[src/rtl/riscv_pkg.sv]
// ---------------------------------------------------------------------------
// riscv_pkg
// Shared definitions for the ALU sharing arbiter:
//   - ALU op code constants (ADD, SUB, AND, OR, XOR, ILLEGAL)
//   - arbiter FSM state enum
//   - helper that classifies an op code as illegal
// ---------------------------------------------------------------------------
package riscv_pkg;

  localparam logic [3:0] ALU_ADD     = 4'h0;
  localparam logic [3:0] ALU_SUB     = 4'h1;
  localparam logic [3:0] ALU_AND     = 4'h2;
  localparam logic [3:0] ALU_OR      = 4'h3;
  localparam logic [3:0] ALU_XOR     = 4'h4;
  localparam logic [3:0] ALU_ILLEGAL = 4'hF;

  // Highest op code the shared ALU implements; anything above is rejected.
  localparam logic [3:0] ALU_OP_MAX  = ALU_XOR;

  typedef enum logic [1:0] {
    ST_IDLE = 2'd0,
    ST_EXEC = 2'd1,
    ST_RESP = 2'd2
  } arb_state_t;

  // 4'hF is above ALU_OP_MAX, so one compare covers both illegal cases.
  function automatic logic is_illegal_op(input logic [3:0] op);
    return (op > ALU_OP_MAX);
  endfunction

endpackage

[src/rtl/rr_arb2.sv]
// ---------------------------------------------------------------------------
// rr_arb2
// Two-requester arbiter producing a one-hot (or zero) grant.
// Build option (macro ALU_ARB_RR_EN):
//   defined   : round-robin; on contention the requester not granted last
//               wins. last_grant resets to 1 so req0 wins the first contention.
//   undefined : fixed priority, req0 always wins; no state, no clock.
// Ports:
//   clk, rst   : clock / async active-high reset (round-robin build only)
//   advance    : a grant is actually being taken this cycle (round-robin only)
//   req[1:0]   : request vector
//   gnt[1:0]   : one-hot grant, subset of req
// ---------------------------------------------------------------------------
module rr_arb2
  import riscv_pkg::*;
(
`ifdef ALU_ARB_RR_EN
  input  logic       clk,
  input  logic       rst,
  input  logic       advance,
`endif
  input  logic [1:0] req,
  output logic [1:0] gnt
);

`ifdef ALU_ARB_RR_EN
  // Index of the requester granted most recently.
  logic last_grant_reg;

  always_comb begin
    gnt = req;
    if (req == 2'b11) begin
      gnt = last_grant_reg ? 2'b01 : 2'b10;
    end
  end

  // Updates on every taken grant, contended or not.
  always_ff @(posedge clk or posedge rst) begin
    if (rst) begin
      last_grant_reg <= 1'b1;
    end else if (advance && (gnt != 2'b00)) begin
      last_grant_reg <= gnt[1];
    end
  end
`else
  always_comb begin
    gnt    = 2'b00;
    gnt[0] = req[0];
    gnt[1] = req[1] & ~req[0];
  end
`endif

endmodule

[src/rtl/alu_share_arb.sv]
// ---------------------------------------------------------------------------
// alu_share_arb
// Shares one external combinational ALU between two requesters.
// FSM: IDLE (grant + latch) -> EXEC (drive ALU, capture result) -> RESP
// (hold response until rsp_ready). Minimum issue interval is 3 cycles.
// Build option: ALU_ARB_RR_EN selects round-robin arbitration in rr_arb2,
// otherwise req0 has fixed priority.
// Ports:
//   clk, rst                      : clock, async active-high reset
//   reqN_valid/ready/op/a/b       : requester N handshake and operation
//   alu_op/alu_a/alu_b            : to shared ALU (idle: 4'hF / 0 / 0)
//   alu_result                    : from shared ALU, same cycle
//   rsp_valid/id/err/result       : response to consumer
//   rsp_ready                     : consumer accepts response
// ---------------------------------------------------------------------------
module alu_share_arb
  import riscv_pkg::*;
#(
  parameter int XLEN = 32
) (
  input  logic            clk,
  input  logic            rst,
  input  logic            req0_valid,
  output logic            req0_ready,
  input  logic [3:0]      req0_op,
  input  logic [XLEN-1:0] req0_a,
  input  logic [XLEN-1:0] req0_b,
  input  logic            req1_valid,
  output logic            req1_ready,
  input  logic [3:0]      req1_op,
  input  logic [XLEN-1:0] req1_a,
  input  logic [XLEN-1:0] req1_b,
  output logic [3:0]      alu_op,
  output logic [XLEN-1:0] alu_a,
  output logic [XLEN-1:0] alu_b,
  input  logic [XLEN-1:0] alu_result,
  output logic            rsp_valid,
  output logic            rsp_id,
  output logic            rsp_err,
  output logic [XLEN-1:0] rsp_result,
  input  logic            rsp_ready
);

  arb_state_t state_reg, state_next;

  logic [1:0]      req_vec;
  logic [1:0]      gnt;
  logic [1:0]      ready_vec;
  logic            grant_en;
  logic            take;

  logic [3:0]      op_reg;
  logic [XLEN-1:0] a_reg;
  logic [XLEN-1:0] b_reg;
  logic            id_reg;
  logic            rsp_id_reg;
  logic            err_reg;
  logic [XLEN-1:0] result_reg;
  logic            exec_illegal;

  assign req_vec = {req1_valid, req0_valid};

  // rst is folded in so ready drops the instant reset asserts, not at the
  // next edge.
  assign grant_en = (state_reg == ST_IDLE) && !rst;

  rr_arb2 u_arb (
`ifdef ALU_ARB_RR_EN
    .clk     (clk),
    .rst     (rst),
    .advance (grant_en),
`endif
    .req     (req_vec),
    .gnt     (gnt)
  );

  genvar gi;
  generate
    for (gi = 0; gi < 2; gi++) begin : g_ready
      assign ready_vec[gi] = grant_en & gnt[gi];
    end
  endgenerate

  assign req0_ready = ready_vec[0];
  assign req1_ready = ready_vec[1];
  assign take       = |ready_vec;

  assign exec_illegal = is_illegal_op(op_reg);

  // Next state and FSM-driven outputs.
  always_comb begin
    state_next = state_reg;
    alu_op     = ALU_ILLEGAL;
    alu_a      = '0;
    alu_b      = '0;
    rsp_valid  = 1'b0;
    case (state_reg)
      ST_IDLE: begin
        if (take) begin
          state_next = ST_EXEC;
        end
      end
      ST_EXEC: begin
        alu_op     = op_reg;
        alu_a      = a_reg;
        alu_b      = b_reg;
        state_next = ST_RESP;
      end
      ST_RESP: begin
        rsp_valid = 1'b1;
        if (rsp_ready) begin
          state_next = ST_IDLE;
        end
      end
      default: begin
        state_next = ST_IDLE;
      end
    endcase
  end

  always_ff @(posedge clk or posedge rst) begin
    if (rst) begin
      state_reg  <= ST_IDLE;
      op_reg     <= ALU_ILLEGAL;
      a_reg      <= '0;
      b_reg      <= '0;
      id_reg     <= 1'b0;
      rsp_id_reg <= 1'b0;
      err_reg    <= 1'b0;
      result_reg <= '0;
    end else begin
      state_reg <= state_next;
      if (take) begin
        op_reg <= gnt[1] ? req1_op : req0_op;
        a_reg  <= gnt[1] ? req1_a  : req0_a;
        b_reg  <= gnt[1] ? req1_b  : req0_b;
        id_reg <= gnt[1];
      end
      // Response fields only change on the EXEC->RESP edge, so they stay
      // stable for the whole RESP stall.
      if (state_reg == ST_EXEC) begin
        rsp_id_reg <= id_reg;
        err_reg    <= exec_illegal;
        result_reg <= exec_illegal ? '0 : alu_result;
      end
    end
  end

  assign rsp_id     = rsp_id_reg;
  assign rsp_err    = err_reg;
  assign rsp_result = result_reg;

endmodule
[config.mk]
export PLATFORM = sky130hd
export DESIGN_NAME = alu_share_arb
export DESIGN_NICKNAME = d
export VERILOG_FILES = /design/src/rtl/riscv_pkg.sv /design/src/rtl/rr_arb2.sv /design/src/rtl/alu_share_arb.sv
export SDC_FILE = /design/constraint.sdc
export NUM_CORES = 1
export LEC_CHECK = 0
export ABC_AREA = 1
export CAP_MARGIN = 20
export CORE_AREA = 2 2 117 119
export CTS_CLUSTER_DIAMETER = 40
export DETAILED_ROUTE_END_ITERATION = 10
export DIE_AREA = 0 0 119 121
export GPL_TIMING_DRIVEN = 1
export PLACE_DENSITY = 0.85
export SLEW_MARGIN = 20
export SYNTH_ARGS = -nofsm -noshare
export SYNTH_HDL_FRONTEND = slang
export SYNTH_HIERARCHICAL = 1
export SYNTH_SLANG_ARGS = --single-unit
[constraint.sdc]
create_clock -name clk -period 9.9 [get_ports clk]
set_clock_uncertainty 0.15 [all_clocks]
set_input_delay 1.98 -clock clk [delete_from_list [all_inputs] [get_ports clk]]
set_output_delay 1.98 -clock clk [all_outputs]
set_load 0.005 [all_outputs]
**Yosys cells after proc, flatten, opt, wreduce, memory -nomap -nowiden**

Cells that the tools add are included.

- Add/subtract/negate cells: 0
- Multiply operators: 0
- Divide/modulo/power cells: 0
- $lt $le $gt $ge: 1
- Equal/unequal tests: 4
- Shift-type cells: 0
- Muxes and demuxes: 11
- Bitwise operators: 4
- Reductions and logical operators: 5

Operators with widths:

| kind | number |
|---|---|
| $mux 32 | 5 |
| $mux 4 | 2 |
| $pmux 2 s3 | 1 |
| $gt 4x3->1 const B | 1 |
| $mux 2 | 2 |
| $ne 2x2->1 const B | 2 |
| $and 1x1->1 | 3 |
| $eq 2x1->1 const B | 1 |
| $eq 2x2->1 const B | 1 |
| $logic_not 2->1 | 1 |
| $reduce_and 2->1 | 1 |
| $reduce_or 2->1 | 1 |
| $logic_and 1x1->1 | 1 |
| $logic_not 1->1 | 1 |
| $mux 1 | 1 |
| $not 1->1 | 1 |

- Flip-flop bits (word level): 105
- Bits in latches: 0
- Bits in writable memories: 0
- Memory bits (read-only): 0
- Input bits: 173
- Output and inout bits: 105
- Memories kept: 0

**Depth between registers and ports, before layout**

- Word-level depth: 6
- Mapped depth: 9
- Depth with buffers taken out: 6

**Cells and area by module**

The synthesis kept the hierarchy.

Modules (own cells, without submodules):

| module | times used | cells an instance | area each (sq um) | seq. area each (sq um) |
|---|---|---|---|---|
| alu_share_arb | 1 | 816 | 5,615.4 | 2,632.5 |
| rr_arb2 | 1 | 3 | 17.5 | 0.0 |

**Worst setup path before layout**

Ideal clock, no wire load.

- Path kind: input-to-output
- From: input rst
- To: output req0_ready
- Arrival time: 3.913 ns
- Data required time: 7.770 ns
- Setup slack: 3.857 ns
- Stages: 4
- Path buffers: 1
- Cells stage by stage: inv_2 nand3_2 clkbuf_1 inv_1

- Word-level cells in the longest chain between the ends: 3

RTL lines:

| item | RTL line | source |
|---|---|---|
| from (decl) | alu_share_arb.sv:22 | `input logic rst,` |
| $logic_not 1->1 (no line) | - |  |
| $logic_and 1x1->1 | alu_share_arb.sv:65 | `assign grant_en = (state_reg == ST_IDLE) && !rst;` |
| $and 1x1->1 | alu_share_arb.sv:80 | `assign ready_vec[gi] = grant_en & gnt[gi];` |
| to (decl) | alu_share_arb.sv:24 | `output logic req0_ready,` |

No other way between the ends.

**Final worst setup path**

- From: input rst
- To: output req1_ready

- Word-level cells in the longest chain between the ends: 3

RTL lines:

| item | RTL line | source |
|---|---|---|
| $logic_not 1->1 (no line) | - |  |
| $logic_and 1x1->1 | alu_share_arb.sv:65 |  |
| $and 1x1->1 | alu_share_arb.sv:80 |  |
| to (decl) | alu_share_arb.sv:29 | `output logic req1_ready,` |

No other way between the ends.

==> run summary <==
In the routed layout, each cell is associated on average with a via count of between 4 and 5. The mapped netlist covers 5633 sq um. The post-placement cell area is ~8400 sq um. The met3 layer usage reported by global route came out at 6.297%. The sequential element share of the synthesized area is a little under half. The area overhead of the layout relative to synthesis came out at 55.31%. The peak clock frequency supported by timing is between 150 and 200 MHz. The number of max-cap violations is 0. From bottom edge to top edge, the die measures 121 um. The layout net count came out at between 1000 and 1500.

TritonCTS built the clock tree. The data arrival time of the critical path came out at 4280 ps. The source-to-sink clock delay at the later pin of the worst-skew pair came out at 340 ps.

The number of post-CTS setup repair buffers came out at 0. In this run the tightest slew margin relative to its limit is 32.04%. The longest clock path from root to sink contains 2 buffers. The number of hold-slack violations in the final timing report was 0. The area of the core came out at between 10000 and 15000 sq um. The number of antenna violations at the first check in global routing is 0. In this run the tool buffered the top-level ports with between 200 and 300 buffer cells. After detailed routing, the total wire length is approximately 16000 um.

The global-route wire length before repair came out at 26150 um. The path class of the lowest-slack min-delay path is reg2reg. Clock tree synthesis selected as its root buffer the cell sky130_fd_sc_hd__clkbuf_16. The flow ran to the end, and the final reports show no timing, DRC or antenna violations. The number of slew-limit violations in the final report came to 0. The number of buffers inserted by hold repair at cts came out at 0. The count of unique library cells instantiated by Yosys came out at 21.

The clock buffer count from CTS is 9. The global routing stage identified its most utilized layer as met2. The critical path goes through clkdlybuf4s50_1 > inv_4 > nand3_4 > inv_1 > clkdlybuf4s50_1. Data on the critical path is required at its endpoint by approximately 7800 ps. The final number of setup-violating endpoints is 0.

Cells with a size suffix above 1 make up 3.477% of the layout. The number of nets produced by synthesis came out at 992. The die covers 14400 sq um. The global-route met2 utilization came out at about 38%. Clock-pin slew was measured on the worst setup and hold paths at 70 ps.

The portion of the clock cycle consumed by the worst path in the final layout came out at between 60% and 70%. The slowest stage cell on the critical path is sky130_fd_sc_hd__nand3_4. Post-CTS repair changed the size of 0 cells.

Summed over all layers, the global routing overflow is 0. The number of design rule violations left after detail routing is 0. The via count of the first global-routing pass came out at 5291.

The kind of cell with the highest combined delay along the critical path is buffers and inverters. The critical path is of the in2out type. The number of flip-flops and latches in the synthesized netlist is between 100 and 150. The count of mapped cells out of synthesis came out at 819.

The transition time at the pin with the least slew margin is 1019 ps. The number of nets with antenna violations after detailed routing came out at 0. The die boundary width is 119 um. Of all nets on the critical path, the largest fanout is roughly 70.

The count of vias placed by the detailed router came out at 5781. The worst setup path is captured at an output pin. The number of buffers and inverters on the critical path is 4. The post-place setup slack came out at 3467 ps. The dominant cell type by count on the critical path is sky130_fd_sc_hd__clkdlybuf4s50_1. Summed over all failing endpoints, the final setup total negative slack is 0 ps. The total leakage power is 4.357 nW. The number of DRC markers after the initial detailed-route iteration is 340. The repair_antennas step left the layout with diodes totalling 0.

The number of placement rows came out at 42. The yosys synthesis warning count came out at 6. The I/O pin count came out at 278. The clock net in this run drives a total of 105 sinks. In this design, the stage delay of the slowest critical-path cell is 690 ps. The global-route usage over all layers came out at 22.66%.

The filler cells instantiated in the layout total 1078. The final HPWL from detailed placement came out at 11410 um. The utilization of the core after routing is 66.86%. The clock tree synthesis step divided the H-tree into 3 levels. STA classifies the critical path startpoint as an input pin. The setup slack of the worst register-to-register path is 6980 ps. The met1 track utilization from global routing came out at between 20% and 30%.

The post-detailed-route wirelength per cell is roughly 13 um. The minimum clock period after layout came out at approximately 6400 ps. Setup repair after global routing left no endpoint under its margin. The summed area of non-filler cells in the final layout came out at a little under 9000 sq um. Dividing the synthesized area by the synthesized cell count gives 6.878 sq um. The power density over cell area came out at 191.2 nW/um^2. The effective utilization at floorplan is 43.05%. The final estimated routing congestion in global placement is 0.7776. The maximum number of pins on one net before global-route repair is 129.

The worst setup slack after layout came out at 3490 ps. The detailed-router iteration count before antenna repair is 7. The highest ir drop seen on vdd came out at 84.80 uV.
cells in the mapped netlist (all sizes together):
master,count,area [sq um]
clkbuf,22,82.58
inv,140,525.5
nand2,275,1035
nor2,69,271.5
dfrtp,101,2527
or2,3,18.77
dfstp,4,105.1
a21oi,1,5.000
nand3,102,528.0
o21ai,70,350.3
buf,32,183.9
through the flow:
| step | power, mW | instances | hold WS [ps] |
|---|---|---|---|
| 2_1_floorplan | 0.9834 | 819 | 292.2 |
| 3_3_place_gp | 1.291 | 1225 | 300.7 |
| 3_5_place_dp | 1.311 | 1225 | 311.4 |
| 4_1_cts | 1.690 | 1240 | 329.7 |
| 5_1_grt | 1.793 | 1240 | 346.0 |
| 6_report | 1.673 | 1240 | 329.2 |
worst reg2reg max path, stage by stage, from the launching register on:
cell	delay (ps)
sky130_fd_sc_hd__dfrtp_1	440
sky130_fd_sc_hd__nor2_4	180
sky130_fd_sc_hd__nand3_4	630
sky130_fd_sc_hd__nand2_2	730
sky130_fd_sc_hd__buf_4	490
sky130_fd_sc_hd__nand2_1	150
sky130_fd_sc_hd__nand2_1	90
cells by family (layout without fill, tap and decap cells):
family | after synthesis | count (layout) | synth area share [%]
AO/OA/AOI/OAI | 71 | 71 | 6.308
AND/OR/NAND/NOR | 449 | 449 | 32.90
flip-flops | 105 | 105 | 46.73
buffers and inverters | 194 | 439 | 14.06
routing by layer:
layer,part of all wire (%),routed length (um)
met1,43,6996
met2,47,7642
met3,7.8,1262
met4,2.0,324
met5,0,0
area by class of cell:
cell class	instances	area, sq um	area share, %
clock buffers	10	229.0	2.617
inverters	140	528.0	6.035
clock inverters	5	81.33	0.9296
multi-input cells	520	2232	25.51
repair buffers	284	2825	32.29
well taps	176	220.2	2.517
flip-flops and latches	105	2633	30.09
cell usage in the layout, fill, tap and decap left out, types with 2 or more instances in the layout:
master,instances
sky130_fd_sc_hd__nand2_1,273
sky130_fd_sc_hd__or2_2,3
sky130_fd_sc_hd__clkbuf_16,9
sky130_fd_sc_hd__buf_4,7
sky130_fd_sc_hd__nand3_4,2
sky130_fd_sc_hd__dfrtp_1,101
sky130_fd_sc_hd__dfstp_2,4
sky130_fd_sc_hd__nor2_4,2
sky130_fd_sc_hd__nand3_1,100
sky130_fd_sc_hd__bufinv_16,2
sky130_fd_sc_hd__nor2_1,66
sky130_fd_sc_hd__clkdlybuf4s50_1,277
sky130_fd_sc_hd__inv_1,139
sky130_fd_sc_hd__o21ai_0,69
where the power goes:
group	leakage, nW	internal, mW	switching (mW)
combinational	2.89	0.327	0.287
sequential	1.32	0.594	0.0912
clock	0.149	0.220	0.152
final timing paths:
| kind | startpoint | to | depth (start not counted) |
|---|---|---|---|
| max | rst | req1_ready | 5 |
| min | rsp_result[13] | rsp_result[13] | 2 |
| max reg2reg | state_reg[0] | a_reg[17] | 6 |
| min reg2reg | rsp_result[13] | rsp_result[13] | 2 |
| max in group asynchronous | rst | a_reg[4] | 3 |
| min in group asynchronous | rst | rsp_result[20] | 2 |
Power figures use the tool's default switching activity.
